**config.mk**
```make
export PLATFORM = sky130hd
export DESIGN_NAME = lsu_flat
export DESIGN_NICKNAME = d
export VERILOG_FILES = /design/src/rtl/lsu_if.sv /design/src/rtl/lsu.sv /design/src/flat_wrapper.sv
export SDC_FILE = /design/constraint.sdc
export NUM_CORES = 1
export LEC_CHECK = 0
export ABC_AREA = 1
export ABC_CLOCK_PERIOD_IN_PS = 4250
export BUFFER_PORTS_ARGS = -buffer_cell sky130_fd_sc_hd__buf_2
export CAP_MARGIN = 40
export CORE_MARGIN = 4
export CORE_UTILIZATION = 35
export CTS_BUF_LIST = sky130_fd_sc_hd__clkbuf_8
export CTS_CLUSTER_SIZE = 28
export DETAILED_ROUTE_END_ITERATION = 8
export PLACE_DENSITY_LB_ADDON = 0.3
export SLEW_MARGIN = 10
export SYNTH_ARGS = -nofsm -noshare
export SYNTH_HDL_FRONTEND = slang
export SYNTH_SLANG_ARGS = --single-unit
```
**constraint.sdc**
```tcl
create_clock -name clk_i -period 4.25 [get_ports clk_i]
set_clock_uncertainty 0.2 [all_clocks]
set_input_delay 0.85 -clock clk_i [delete_from_list [all_inputs] [get_ports clk_i]]
set_output_delay 0.85 -clock clk_i [all_outputs]
set_load 0.05 [all_outputs]
```
**src/rtl/lsu_if.sv**
```systemverilog
// lsu_if: request/response handshake plus split read/write memory port of the lsu.
interface lsu_if;
  logic        req_valid_i;
  logic        req_ready_o;
  logic        req_we_i;
  logic [1:0]  req_acc_i;
  logic        req_sext_i;
  logic [31:0] req_addr_i;
  logic [31:0] req_data_i;
  logic        rsp_valid_o;
  logic [31:0] rsp_data_o;
  logic        rsp_err_o;
  logic        mem_r_en_o;
  logic        mem_sext_o;
  logic [1:0]  mem_acc_r_o;
  logic [31:0] mem_addr_r_o;
  logic [31:0] mem_data_r_i;
  logic        mem_wr_en_o;
  logic [1:0]  mem_acc_w_o;
  logic [31:0] mem_addr_w_o;
  logic [31:0] mem_data_w_o;
  logic        mem_wr_ready_i;
  modport slave (
    input  req_valid_i, req_we_i, req_acc_i, req_sext_i, req_addr_i, req_data_i,
    input  mem_data_r_i, mem_wr_ready_i,
    output req_ready_o, rsp_valid_o, rsp_data_o, rsp_err_o,
    output mem_r_en_o, mem_sext_o, mem_acc_r_o, mem_addr_r_o,
    output mem_wr_en_o, mem_acc_w_o, mem_addr_w_o, mem_data_w_o
  );
  modport master (
    output req_valid_i, req_we_i, req_acc_i, req_sext_i, req_addr_i, req_data_i,
    output mem_data_r_i, mem_wr_ready_i,
    input  req_ready_o, rsp_valid_o, rsp_data_o, rsp_err_o,
    input  mem_r_en_o, mem_sext_o, mem_acc_r_o, mem_addr_r_o,
    input  mem_wr_en_o, mem_acc_w_o, mem_addr_w_o, mem_data_w_o
  );
endinterface

```
**src/rtl/lsu.sv**
```systemverilog
// lsu: single-outstanding load/store unit bridging a request port to a split read/write memory port.
module lsu #(
  parameter logic [31:0] MAP_ZERO = 32'h0,
  parameter int          ROWS     = 512
) (
  input logic clk_i,
  input logic rstn_i,
  lsu_if.slave bus
);
  typedef enum logic [2:0] {IDLE, LOAD_A, LOAD_B, STORE, COMMIT, RESP} state_t;
  localparam logic [32:0] LO = {1'b0, MAP_ZERO};
  localparam logic [32:0] HI = LO + 33'(ROWS) * 33'd4;
  state_t      state_q, state_d;
  logic        we_q, sext_q, rsp_err_q;
  logic [1:0]  acc_q;
  logic [31:0] addr_q, data_q, rsp_data_q;
  logic        misaligned, out_of_range, bad, accept, ld, st;
  // 2'b11 is treated as a word access
  assign misaligned   = bus.req_acc_i == 2'b00 ? 1'b0 :
                        bus.req_acc_i == 2'b01 ? bus.req_addr_i[0] : |bus.req_addr_i[1:0];
  assign out_of_range = {1'b0, bus.req_addr_i} < LO || {1'b0, bus.req_addr_i} >= HI;
  assign bad          = misaligned | out_of_range;
  assign accept       = state_q == IDLE && bus.req_valid_i;
  always_comb begin
    state_d = state_q;
    case (state_q)
      IDLE:    state_d = !bus.req_valid_i ? IDLE : bad ? RESP : bus.req_we_i ? STORE : LOAD_A;
      LOAD_A:  state_d = LOAD_B;
      LOAD_B:  state_d = RESP;
      STORE:   state_d = bus.mem_wr_ready_i ? COMMIT : STORE;
      COMMIT:  state_d = RESP;
      default: state_d = IDLE;
    endcase
  end
  always_ff @(posedge clk_i or negedge rstn_i)
    if (!rstn_i) begin
      state_q    <= IDLE;
      we_q       <= 1'b0;
      sext_q     <= 1'b0;
      acc_q      <= 2'b00;
      addr_q     <= '0;
      data_q     <= '0;
      rsp_err_q  <= 1'b0;
      rsp_data_q <= '0;
    end else begin
      state_q <= state_d;
      if (accept) begin
        we_q   <= bus.req_we_i;
        sext_q <= bus.req_sext_i;
        acc_q  <= bus.req_acc_i;
        addr_q <= bus.req_addr_i;
        data_q <= bus.req_data_i;
      end
      // response registers change only on entry to RESP so they hold until the next one
      if (state_d == RESP && state_q != RESP) begin
        rsp_err_q  <= state_q == IDLE;
        rsp_data_q <= state_q == LOAD_B ? bus.mem_data_r_i : '0;
      end
    end
  assign ld = state_q == LOAD_A || state_q == LOAD_B;
  assign st = state_q == STORE || state_q == COMMIT;
  assign bus.req_ready_o  = state_q == IDLE;
  assign bus.rsp_valid_o  = state_q == RESP;
  assign bus.rsp_err_o    = rsp_err_q;
  assign bus.rsp_data_o   = rsp_data_q;
  assign bus.mem_r_en_o   = ld;
  assign bus.mem_sext_o   = ld ? sext_q : 1'b0;
  assign bus.mem_acc_r_o  = ld ? acc_q : 2'b00;
  assign bus.mem_addr_r_o = ld ? addr_q : '0;
  assign bus.mem_wr_en_o  = state_q == STORE;
  assign bus.mem_acc_w_o  = st ? acc_q : 2'b00;
  assign bus.mem_addr_w_o = st ? addr_q : '0;
  assign bus.mem_data_w_o = st ? data_q : '0;
endmodule

```
**src/flat_wrapper.sv**
```systemverilog
// flat-port wrapper written by rule: the top's interface ports become plain ports
module lsu_flat 
#(
  parameter logic [31:0] MAP_ZERO = 32'h0,
  parameter int          ROWS     = 512
)
  (clk_i, rstn_i, bus_req_valid_i, bus_req_we_i, bus_req_acc_i, bus_req_sext_i, bus_req_addr_i, bus_req_data_i, bus_mem_data_r_i, bus_mem_wr_ready_i, bus_req_ready_o, bus_rsp_valid_o, bus_rsp_data_o, bus_rsp_err_o, bus_mem_r_en_o, bus_mem_sext_o, bus_mem_acc_r_o, bus_mem_addr_r_o, bus_mem_wr_en_o, bus_mem_acc_w_o, bus_mem_addr_w_o, bus_mem_data_w_o);
  lsu_if bus_i ();
  input logic clk_i;
  input logic rstn_i;
  input wire logic [$bits(bus_i.req_valid_i)-1:0] bus_req_valid_i;
  input wire logic [$bits(bus_i.req_we_i)-1:0] bus_req_we_i;
  input wire logic [$bits(bus_i.req_acc_i)-1:0] bus_req_acc_i;
  input wire logic [$bits(bus_i.req_sext_i)-1:0] bus_req_sext_i;
  input wire logic [$bits(bus_i.req_addr_i)-1:0] bus_req_addr_i;
  input wire logic [$bits(bus_i.req_data_i)-1:0] bus_req_data_i;
  input wire logic [$bits(bus_i.mem_data_r_i)-1:0] bus_mem_data_r_i;
  input wire logic [$bits(bus_i.mem_wr_ready_i)-1:0] bus_mem_wr_ready_i;
  output wire logic [$bits(bus_i.req_ready_o)-1:0] bus_req_ready_o;
  output wire logic [$bits(bus_i.rsp_valid_o)-1:0] bus_rsp_valid_o;
  output wire logic [$bits(bus_i.rsp_data_o)-1:0] bus_rsp_data_o;
  output wire logic [$bits(bus_i.rsp_err_o)-1:0] bus_rsp_err_o;
  output wire logic [$bits(bus_i.mem_r_en_o)-1:0] bus_mem_r_en_o;
  output wire logic [$bits(bus_i.mem_sext_o)-1:0] bus_mem_sext_o;
  output wire logic [$bits(bus_i.mem_acc_r_o)-1:0] bus_mem_acc_r_o;
  output wire logic [$bits(bus_i.mem_addr_r_o)-1:0] bus_mem_addr_r_o;
  output wire logic [$bits(bus_i.mem_wr_en_o)-1:0] bus_mem_wr_en_o;
  output wire logic [$bits(bus_i.mem_acc_w_o)-1:0] bus_mem_acc_w_o;
  output wire logic [$bits(bus_i.mem_addr_w_o)-1:0] bus_mem_addr_w_o;
  output wire logic [$bits(bus_i.mem_data_w_o)-1:0] bus_mem_data_w_o;
  assign bus_i.req_valid_i = bus_req_valid_i;
  assign bus_i.req_we_i = bus_req_we_i;
  assign bus_i.req_acc_i = bus_req_acc_i;
  assign bus_i.req_sext_i = bus_req_sext_i;
  assign bus_i.req_addr_i = bus_req_addr_i;
  assign bus_i.req_data_i = bus_req_data_i;
  assign bus_i.mem_data_r_i = bus_mem_data_r_i;
  assign bus_i.mem_wr_ready_i = bus_mem_wr_ready_i;
  assign bus_req_ready_o = bus_i.req_ready_o;
  assign bus_rsp_valid_o = bus_i.rsp_valid_o;
  assign bus_rsp_data_o = bus_i.rsp_data_o;
  assign bus_rsp_err_o = bus_i.rsp_err_o;
  assign bus_mem_r_en_o = bus_i.mem_r_en_o;
  assign bus_mem_sext_o = bus_i.mem_sext_o;
  assign bus_mem_acc_r_o = bus_i.mem_acc_r_o;
  assign bus_mem_addr_r_o = bus_i.mem_addr_r_o;
  assign bus_mem_wr_en_o = bus_i.mem_wr_en_o;
  assign bus_mem_acc_w_o = bus_i.mem_acc_w_o;
  assign bus_mem_addr_w_o = bus_i.mem_addr_w_o;
  assign bus_mem_data_w_o = bus_i.mem_data_w_o;
  lsu #(.MAP_ZERO(MAP_ZERO), .ROWS(ROWS)) u_core (.clk_i(clk_i), .rstn_i(rstn_i), .bus(bus_i));
endmodule
```
==> impl_metrics.sql, run 1 <==
INSERT INTO impl_metrics (metric_group, metric, value, unit) VALUES
('outcome', 'status', 'finished, final reports clean', ''),
('critical_path', 'worst_ep_arrival_time', '2370', 'ps'),
('clocking', 'numClockSinks', '103', ''),
('route', 'routed_wirelength', '12700', 'um'),
('logic_synthesis', 'synth-seq-area-share', '0.551', ''),
('timing', 'setup_viol_count_final', '0', ''),
('route', 'maxUsedRoutingLayer', 'met4', ''),
('critical_path', 'path_max_fanout', '25', ''),
('logic_synthesis', 'dominant_cell_type_by_area_after_synthesis', 'sky130_fd_sc_hd__dfrtp_1', ''),
('timing', 'max-slew-margin-rel', '0.498', ''),
('logic_synthesis', 'synth_commonest_cells', 'sky130_fd_sc_hd__nand2_1, sky130_fd_sc_hd__nor2_1, sky130_fd_sc_hd__dfrtp_1, sky130_fd_sc_hd__inv_1, sky130_fd_sc_hd__o21ai_0', ''),
('die', 'floorplan.die.height', '124', 'um'),
('logic_synthesis', 'synth_warnings', '0', ''),
('critical_path', 'worstSetupPathType', 'flop to output port', ''),
('die', 'fp.dieArea', '0.0153', 'mm2'),
('route', 'dr_total_vias', '4371', ''),
('global_routing', 'grt_pass1_vias', '4125', ''),
('timing', 'post-route-period-util', '0.804', ''),
('flow_run', 'max_cap_violations', '0', ''),
('layout', 'area_delta_synth_final', '34.3', '%'),
('logic_synthesis', 'yosysTopAreaCellShare', '0.551', ''),
('clocking', 'cts_bufs_inserted', '9', ''),
('clocking', 'htreeDepth', '3', ''),
('die', 'initial_utilization', '0.364', ''),
('timing', 'fin_setup_tns', '0', 'ps'),
('route', 'detail_route.wirelength.met1', '5500', 'um'),
('logic_synthesis', 'syn-mean-instance-area', '7.65', 'um2'),
('global_routing', 'global_route.overflow_total', '0', ''),
('critical_path', 'reg2reg_depth', '7', ''),
('critical_path', 'timing.critical_path.required', '3200', 'ps'),
('route', 'routed_length_per_placed_instance', '12.5', 'um'),
('layout', 'antenna_diode_count', '0', ''),
('critical_path', 'cp-start-kind', 'flop', ''),
('logic_synthesis', 'post-synth-top-count-cell', 'sky130_fd_sc_hd__nand2_1', ''),
('place', 'globalplace.congestion', '0.779', ''),
('timing', 'rsz0062_at_grt', 'false', ''),
('logic_synthesis', 'total_nets_after_synthesis', '715', ''),
('route', 'drt_pre_antenna_iters', '4', ''),
('route', 'wl_met2', '5930', 'um'),
('layout', 'num-nets-final', '945', ''),
('logic_synthesis', 'synthArstFlopShare', '1.00', ''),
('critical_path', 'cp_slowest_stage_delay', '430', 'ps'),
('timing', 'worst-slew-pin-transition', '750', 'ps'),
('route', 'drt_iter0_drc', '161', ''),
('timing', 'min_period', '3420', 'ps'),
('clocking', 'cts-hold-fix-buffers', '0', ''),
('clocking', 'post_cts_resized', '0', ''),
('die', 'design.portCount', '242', ''),
('die', 'rows', '41', ''),
('timing', 'final_max_slew_viol_count', '0', ''),
('critical_path', 'critical-path-slowest-cell', 'sky130_fd_sc_hd__dfrtp_1', ''),
('logic_synthesis', 'yosys-top-cells-area', 'sky130_fd_sc_hd__dfrtp_1, sky130_fd_sc_hd__nand2_1, sky130_fd_sc_hd__nor2_1, sky130_fd_sc_hd__o21ai_0, sky130_fd_sc_hd__inv_1', ''),
('critical_path', 'crit_path_cell_trace', 'inv_2, o21ai_0, nor2_1, clkinv_1, buf_16, nor2_1, buf_2', ''),
('global_routing', 'number_of_antenna_violations_at_the_first_check_in_global_routing', '0', ''),
('global_routing', 'grt.total_usage', '0.167', ''),
('clocking', 'cts_buffer_depth', '2', ''),
('route', 'final_antenna_net_count', '0', ''),
('clocking', 'clock_insertion_delay_worst_skew', '360', 'ps'),
('die', 'floorplan.core_area', '0.0128', 'mm2'),
('route', 'route.detailed.drc', '0', ''),
('critical_path', 'worst-path-buf-inv', '4', ''),
('logic_synthesis', 'yosysUniqueCellTypes', '22', ''),
('critical_path', 'cp_top_delay_family', 'buffers and inverters', ''),
('timing', 'final_hold_viol_count', '0', ''),
('place', 'dpl.hpwl', '9690', 'um'),
('clocking', 'cts_tree', 'yes', ''),
('logic_synthesis', 'synth_enable_flop_cells', '0', ''),
('route', 'avgViaCountPerCell', '4.29', ''),
('route', 'detailroute.wirelength.met3', '1030', 'um'),
('global_routing', 'grt_first_pass_wirelength', '19800', 'um'),
('clocking', 'clock_tree.root_cell', 'sky130_fd_sc_hd__clkbuf_8', '');
## final cells by class
cell class	count	area [um2]
Fill cell	1283	6550
Sequential cell	103	2580
Multi-Input combinational cell	391	1620
Timing Repair Buffer	249	1310
Inverter	87	328
Tap cell	172	215
Clock buffer	10	138
Clock inverter	6	85.1
## layer usage
layer / vias to the layer above / GRT usage
met5: - / 0
met2: 155 / 0.270
met1: 1928 / 0.211
met4: 0 / 0.0692
li1: 2271 / -
met3: 17 / 0.0453
## metrics by stage
stage | std cells | setup WS [ps] | utilization | instance area (um2) | hold WS [ps]
floorplan | 611 | 602 | - | 4670 | 253
global placement | 999 | 948 | 0.467 | 5990 | 250
detailed placement | 1002 | 1220 | 0.472 | 6050 | 253
CTS | 1018 | 787 | 0.489 | 6280 | 174
global route | 1018 | 568 | 0.489 | 6280 | 180
finish | 1018 | 833 | 0.489 | 6280 | 188
## state kept, by name, indices dropped and copies added, names as in the netlist
| register | cells |
|---|---|
| u_core.acc_q | 2 |
| u_core.addr_q | 32 |
| u_core.bus.rsp_data_o | 32 |
| u_core.bus.rsp_err_o | 1 |
| u_core.data_q | 32 |
| u_core.sext_q | 1 |
| u_core.state_q | 3 |
## placed cells by master, fill, tap and decap left out, types with 2 or more instances in the layout
master / n
sky130_fd_sc_hd__buf_2: 240
sky130_fd_sc_hd__nand2_1: 184
sky130_fd_sc_hd__nor2_1: 122
sky130_fd_sc_hd__dfrtp_1: 103
sky130_fd_sc_hd__inv_1: 84
sky130_fd_sc_hd__o21ai_0: 68
sky130_fd_sc_hd__clkbuf_8: 10
sky130_fd_sc_hd__buf_4: 6
sky130_fd_sc_hd__nand3_1: 3
sky130_fd_sc_hd__a21oi_1: 3
sky130_fd_sc_hd__inv_2: 2
sky130_fd_sc_hd__nand2_4: 2
sky130_fd_sc_hd__clkinv_2: 2
sky130_fd_sc_hd__bufinv_16: 2
## worst paths after layout
kind	slack, ps	startpoint	to
max in group asynchronous	3050	rstn_i	u_core.data_q[21]
setup reg to reg	2140	u_core.state_q[1]	u_core.data_q[27]
setup / recovery	830	u_core.state_q[2]	bus_mem_addr_r_o[29]
min in group clk_i	270	u_core.bus.rsp_data_o[25]	u_core.bus.rsp_data_o[25]
hold / removal	190	rstn_i	u_core.addr_q[10]
hold reg to reg	270	u_core.bus.rsp_data_o[25]	u_core.bus.rsp_data_o[25]
## logic make-up (layout without fill, tap and decap cells)
kind of cell    Yosys count  count (layout)  share of synthesized area
buf+inv                 117             352                      0.104
compound gates           75              75                     0.0816
simple gates            316             316                      0.263
flops                   103             103                      0.551
## worst reg2reg max path: stages (launching register included)
cell	delay (ps)
sky130_fd_sc_hd__dfrtp_1	430
sky130_fd_sc_hd__nor2_2	240
sky130_fd_sc_hd__nand2_1	90
sky130_fd_sc_hd__inv_2	90
sky130_fd_sc_hd__nand2_4	130
sky130_fd_sc_hd__clkinv_2	100
sky130_fd_sc_hd__buf_4	470
sky130_fd_sc_hd__o21ai_0	210
Power of run 1 is left out: the tool's default activity adds up to more than one toggle a clock period on the data nets, which glitch-free logic cannot reach.
==> run 2: changes to the inputs <==
--- a/config.mk
+++ b/config.mk
@@ -6,7 +6,7 @@
 export NUM_CORES = 1
 export LEC_CHECK = 0
 export ABC_AREA = 1
-export ABC_CLOCK_PERIOD_IN_PS = 4250
+export ABC_CLOCK_PERIOD_IN_PS = 3500
 export BUFFER_PORTS_ARGS = -buffer_cell sky130_fd_sc_hd__buf_2
 export CAP_MARGIN = 40
 export CORE_MARGIN = 4
==> constraint.sdc (replaced) <==
create_clock -name clk_i -period 3.5 [get_ports clk_i]
set_clock_uncertainty 0.2 [all_clocks]
set_input_delay 0.7 -clock clk_i [delete_from_list [all_inputs] [get_ports clk_i]]
set_output_delay 0.7 -clock clk_i [all_outputs]
set_load 0.05 [all_outputs]
==> impl_metrics.sql, run 2 (synthesis gave the netlist of run 1 again) <==
INSERT INTO impl_metrics (metric_group, metric, value, unit) VALUES
('outcome', 'status', 'finished, final reports clean', ''),
('critical_path', 'timing.critical_path.required', '2600', 'ps'),
('timing', 'fmaxAchievable', '315', 'MHz'),
('layout', 'mostFrequentLayoutCells', 'sky130_fd_sc_hd__buf_2, sky130_fd_sc_hd__nand2_1, sky130_fd_sc_hd__nor2_1, sky130_fd_sc_hd__dfrtp_1, sky130_fd_sc_hd__inv_1', ''),
('die', 'initial_utilization', '0.364', ''),
('clocking', 'cts.repair_timing.setup_buffer_count', '0', ''),
('hold_path', 'min_path_type', 'input port to async pin', ''),
('timing', 'rsz0062_at_grt', 'false', ''),
('die', 'floorplan.die.height', '124', 'um'),
('die', 'die_w', '124', 'um'),
('route', 'drt_pre_antenna_iters', '5', ''),
('clocking', 'htreeDepth', '3', ''),
('route', 'routed_wirelength', '12700', 'um'),
('critical_path', 'cp-start-kind', 'flop', ''),
('layout', 'share_of_post_route_cells_with_drive_strength_above_1', '0.322', ''),
('global_routing', 'global_route.overflow_total', '0', ''),
('place', 'globalplace.congestion', '0.756', ''),
('clocking', 'clock_insertion_delay_worst_skew', '350', 'ps'),
('timing', 'final_hold_viol_count', '0', ''),
('critical_path', 'path_max_fanout', '27', ''),
('route', 'avgViaCountPerCell', '4.29', ''),
('clocking', 'cts-hold-fix-buffers', '0', ''),
('global_routing', 'grt_pass1_vias', '4222', ''),
('critical_path', 'worstSetupPathType', 'flop to output port', ''),
('route', 'final_antenna_net_count', '0', ''),
('clocking', 'cts_buffer_depth', '2', ''),
('timing', 'worst-slew-pin-transition', '791', 'ps'),
('clocking', 'cts_bufs_inserted', '9', ''),
('timing', 'post-route-period-util', '0.906', ''),
('die', 'fp.dieArea', '0.0153', 'mm2'),
('route', 'route.detailed.drc', '0', ''),
('route', 'routed_length_per_placed_instance', '12.5', 'um'),
('critical_path', 'crit_path_end_kind', 'output port', ''),
('clocking', 'cts_tree', 'yes', ''),
('timing', 'fin_setup_tns', '0', 'ps'),
('global_routing', 'number_of_antenna_violations_at_the_first_check_in_global_routing', '0', ''),
('clocking', 'cts.clk_slew.worst_paths', '90', 'ps'),
('flow_run', 'max_cap_violations', '0', ''),
('place', 'dpl.hpwl', '9630', 'um'),
('critical_path', 'reg2reg_depth', '10', ''),
('timing', 'min_period', '3170', 'ps'),
('die', 'design.portCount', '242', ''),
('layout', 'filler_cell_count', '1296', ''),
('critical_path', 'worst_ep_arrival_time', '2270', 'ps'),
('layout', 'multi_input_logic_area', '0.00162', 'mm2'),
('timing', 'final_max_slew_viol_count', '0', ''),
('global_routing', 'maximum_number_of_pins_on_one_net_before_global_route_repair', '89', ''),
('clocking', 'clock_tree.root_cell', 'sky130_fd_sc_hd__clkbuf_8', ''),
('clocking', 'post_cts_resized', '0', ''),
('global_routing', 'grt_first_pass_wirelength', '19900', 'um'),
('timing', 'max-slew-margin-rel', '0.470', ''),
('route', 'drt_iter0_drc', '171', ''),
('route', 'dr_total_vias', '4352', ''),
('global_routing', 'grt.total_usage', '0.165', ''),
('timing', 'setup_viol_count_final', '0', ''),
('layout', 'final_common_cell', 'sky130_fd_sc_hd__buf_2', ''),
('clocking', 'numClockSinks', '103', ''),
('place', 'place.port_buffers', '241', ''),
('layout', 'layout.area.seq', '0.00258', 'mm2'),
('die', 'floorplan.core_area', '0.0128', 'mm2'),
('die', 'rows', '41', ''),
('layout', 'num-nets-final', '942', ''),
('layout', 'area_delta_synth_final', '33.4', '%');
## run 2: cell count changes in the layout (fill, tap and decap cells not counted)
cell,previous run,this run
sky130_fd_sc_hd__clkbuf_8,10,11
sky130_fd_sc_hd__buf_4,6,2
sky130_fd_sc_hd__buf_12,1,3
sky130_fd_sc_hd__diode_2,0,1
sky130_fd_sc_hd__buf_16,1,0
sky130_fd_sc_hd__bufinv_16,2,1
sky130_fd_sc_hd__clkinv_4,1,0
## run 2: metal layers
metal / global-route usage / wire length, um / up-vias
li1: - / - / 2260
met4: 0.0616 / 209 / 0
met3: 0.0389 / 990 / 14
met2: 0.280 / 6170 / 152
met1: 0.206 / 5350 / 1926
met5: 0 / 0 / -
## run 2: cell type report
class                   instances  area share
flip-flops and latches        103       0.413
multi-input cells             391       0.260
repair buffers                246       0.207
inverters                      87      0.0526
well taps                     172      0.0345
clock buffers                  11      0.0243
clock inverters                 4     0.00742
diodes                          1    0.000401
## run 2: path summary, 6_finish.rpt
check,start,endpoint,slack (ps)
min in group clk_i,u_core.bus.rsp_data_o[26],u_core.bus.rsp_data_o[26],270
max reg2reg,u_core.state_q[1],u_core.bus.rsp_data_o[7],1080
max,u_core.state_q[2],bus_mem_addr_r_o[6],330
min,rstn_i,u_core.addr_q[5],130
max in group asynchronous,rstn_i,u_core.data_q[24],2250
min reg2reg,u_core.bus.rsp_data_o[26],u_core.bus.rsp_data_o[26],270
## run 2: stage by stage
| stage | instance area [um2] | hold WS (ps) | util | std cells | setup slack [ps] |
|---|---|---|---|---|---|
| floorplan | 4670 | 204 | - | 611 | 2.44 |
| finish | 6240 | 127 | 0.486 | 1015 | 329 |
| detailed placement | 6040 | 254 | 0.471 | 999 | 708 |
| CTS | 6230 | 132 | 0.486 | 1014 | 300 |
| global placement | 6020 | 250 | 0.469 | 998 | 759 |
| global route | 6230 | 146 | 0.486 | 1014 | 142 |
## run 2: worst max-delay path, cell delays in order, from the launching register on
cell	delay [ps]
sky130_fd_sc_hd__dfrtp_1	430
sky130_fd_sc_hd__inv_2	120
sky130_fd_sc_hd__o21ai_0	180
sky130_fd_sc_hd__nor2_1	190
sky130_fd_sc_hd__clkinv_1	280
sky130_fd_sc_hd__buf_4	330
sky130_fd_sc_hd__nor2_1	110
sky130_fd_sc_hd__buf_2	270
Power of run 2 is left out for the same reason.
==> run 3: changes to the inputs <==
--- a/config.mk
+++ b/config.mk
@@ -10,7 +10,7 @@
 export BUFFER_PORTS_ARGS = -buffer_cell sky130_fd_sc_hd__buf_2
 export CAP_MARGIN = 40
 export CORE_MARGIN = 4
-export CORE_UTILIZATION = 35
+export CORE_UTILIZATION = 47
 export CTS_BUF_LIST = sky130_fd_sc_hd__clkbuf_8
 export CTS_CLUSTER_SIZE = 28
 export DETAILED_ROUTE_END_ITERATION = 8
==> impl_metrics.sql, run 3 (synthesis gave the netlist of run 1 again) <==
INSERT INTO impl_metrics (metric_group, metric, value, unit) VALUES
('die', 'die_w', '108', 'um'),
('clocking', 'cts_bufs_inserted', '9', ''),
('place', 'dpl.hpwl', '9400', 'um'),
('clocking', 'cts_tree', 'yes', ''),
('critical_path', 'cp-start-kind', 'flop', ''),
('timing', 'max-slew-margin-rel', '0.426', ''),
('die', 'design.portCount', '242', ''),
('layout', 'share_of_post_route_cells_with_drive_strength_above_1', '0.323', ''),
('clocking', 'cts.clk_slew.worst_paths', '90', 'ps'),
('die', 'initial_utilization', '0.480', ''),
('critical_path', 'crit_path_cell_trace', 'inv_1, o21ai_0, o21ai_4, buf_4, nor2_1, buf_2', ''),
('clocking', 'clock_tree.root_cell', 'sky130_fd_sc_hd__clkbuf_8', ''),
('critical_path', 'crit_path_end_kind', 'output port', ''),
('layout', 'multi_input_logic_area', '0.00162', 'mm2'),
('route', 'routed_length_per_placed_instance', '12.7', 'um'),
('layout', 'layout.area.seq', '0.00258', 'mm2'),
('route', 'routed_wirelength', '12400', 'um'),
('route', 'detail_route.wirelength.met1', '5150', 'um'),
('layout', 'antenna_diode_count', '0', ''),
('die', 'floorplan.core_area', '0.00973', 'mm2'),
('critical_path', 'worstSetupPathDepth', '6', ''),
('global_routing', 'grt_first_pass_wirelength', '19900', 'um'),
('flow_run', 'max_cap_violations', '0', ''),
('route', 'avgViaCountPerCell', '4.56', ''),
('critical_path', 'reg2reg_depth', '10', ''),
('timing', 'setup_viol_count_final', '0', ''),
('critical_path', 'cp_top_delay_family', 'buffers and inverters', ''),
('layout', 'area_delta_synth_final', '32.7', '%'),
('critical_path', 'path_max_fanout', '36', ''),
('critical_path', 'r2r_slack', '1190', 'ps'),
('clocking', 'htreeDepth', '3', ''),
('critical_path', 'critical-path-slowest-cell', 'sky130_fd_sc_hd__dfrtp_1', ''),
('die', 'fp.dieArea', '0.0116', 'mm2'),
('die', 'floorplan.die.height', '108', 'um'),
('route', 'drt_iter0_drc', '301', ''),
('route', 'drt_pre_antenna_iters', '6', ''),
('timing', 'hold_slack', '162', 'ps'),
('route', 'route.detailed.drc', '0', ''),
('critical_path', 'worst_flop_to_flop_path_endpoint', 'u_core.bus.rsp_data_o[7]', ''),
('die', 'rows', '36', ''),
('critical_path', 'timing.rr.start', 'u_core.state_q[1]', ''),
('timing', 'final_hold_viol_count', '0', ''),
('critical_path', 'cp_slowest_stage_delay', '430', 'ps'),
('timing', 'fin_setup_tns', '0', 'ps'),
('clocking', 'numClockSinks', '103', ''),
('route', 'maxUsedRoutingLayer', 'met4', ''),
('clocking', 'cts.repair_timing.setup_buffer_count', '0', ''),
('timing', 'worst-slew-pin-transition', '857', 'ps'),
('hold_path', 'min_path_type', 'input port to async pin', ''),
('timing', 'post-route-period-util', '0.938', ''),
('global_routing', 'maximum_number_of_pins_on_one_net_before_global_route_repair', '106', ''),
('global_routing', 'grt.total_usage', '0.215', ''),
('global_routing', 'number_of_antenna_violations_at_the_first_check_in_global_routing', '0', ''),
('clocking', 'post_cts_resized', '0', ''),
('timing', 'rsz0062_at_grt', 'false', ''),
('clocking', 'cts-hold-fix-buffers', '0', ''),
('layout', 'final_common_cell', 'sky130_fd_sc_hd__buf_2', ''),
('critical_path', 'worstSetupPathType', 'flop to output port', ''),
('global_routing', 'grt_pass1_vias', '4478', ''),
('timing', 'final_max_slew_viol_count', '0', ''),
('critical_path', 'worst-path-buf-inv', '3', ''),
('timing', 'min_period', '3280', 'ps'),
('place', 'globalplace.congestion', '0.850', ''),
('route', 'final_antenna_net_count', '0', ''),
('global_routing', 'global_route.overflow_total', '0', ''),
('timing', 'fmaxAchievable', '305', 'MHz'),
('critical_path', 'timing.critical_path.required', '2600', 'ps'),
('place', 'place.port_buffers', '241', ''),
('route', 'wl_met2', '6040', 'um'),
('layout', 'filler_cell_count', '905', ''),
('layout', 'num-nets-final', '942', ''),
('layout', 'mostFrequentLayoutCells', 'sky130_fd_sc_hd__buf_2, sky130_fd_sc_hd__nand2_1, sky130_fd_sc_hd__nor2_1, sky130_fd_sc_hd__dfrtp_1, sky130_fd_sc_hd__inv_1', ''),
('critical_path', 'worst_ep_arrival_time', '2380', 'ps'),
('outcome', 'status', 'finished, final reports clean', ''),
('clocking', 'cts_buffer_depth', '2', ''),
('clocking', 'clock_insertion_delay_worst_skew', '350', 'ps'),
('route', 'dr_total_vias', '4454', ''),
('route', 'detailroute.wirelength.met3', '928', 'um');
[run 3: changes by cell type in the layout (fill, tap and decap cells not counted), sizes merged]
cell | previous run | this run
diode | 1 | 0
clkinv | 3 | 5
clkinvlp | 1 | 0
inv | 86 | 87
clkbuf | 11 | 10
[run 3: layout make-up]
type | instances | area share
Clock buffer | 10 | 0.0222
Clock inverter | 6 | 0.00988
Inverter | 87 | 0.0526
Multi-Input combinational cell | 391 | 0.262
Sequential cell | 103 | 0.415
Tap cell | 133 | 0.0268
Timing Repair Buffer | 246 | 0.211
[run 3: metal layers]
metal / vias to the layer above / track usage
li1: 2265 / -
met1: 1993 / 0.263
met2: 174 / 0.377
met5: - / 0
met3: 22 / 0.0384
met4: 0 / 0.0848
[run 3: worst max-delay path by stage]
stage	startpoint	to	slack, ps
2_1_floorplan	u_core.state_q[0]	bus_mem_acc_r_o[0]	2
3_3_place_gp	u_core.state_q[2]	bus_mem_addr_r_o[16]	430
3_5_place_dp	u_core.state_q[1]	bus_mem_data_w_o[18]	610
4_1_cts	u_core.state_q[1]	bus_mem_data_w_o[18]	210
5_1_grt	u_core.state_q[1]	bus_mem_data_w_o[22]	50
6_report	u_core.state_q[1]	bus_mem_data_w_o[18]	220
[run 3: worst reg2reg max path, delay by kind of cell, from the launching register on]
kind,cells,cell delay (ps)
buffers and inverters,2,340
AND/OR/NAND/NOR,8,1220
flip-flops,1,440
[run 3: stage by stage]
stage / utilization / instances / worst slack (ps) / cell area [um2]
after floorplan: - / 611 / 2.44 / 4670
after global placement: 0.612 / 958 / 430 / 5950
after detailed placement: 0.617 / 960 / 614 / 6010
after CTS: 0.638 / 976 / 209 / 6200
after global routing: 0.638 / 976 / 47.3 / 6200
final: 0.638 / 976 / 217 / 6200
Power of run 3 is left out for the same reason.
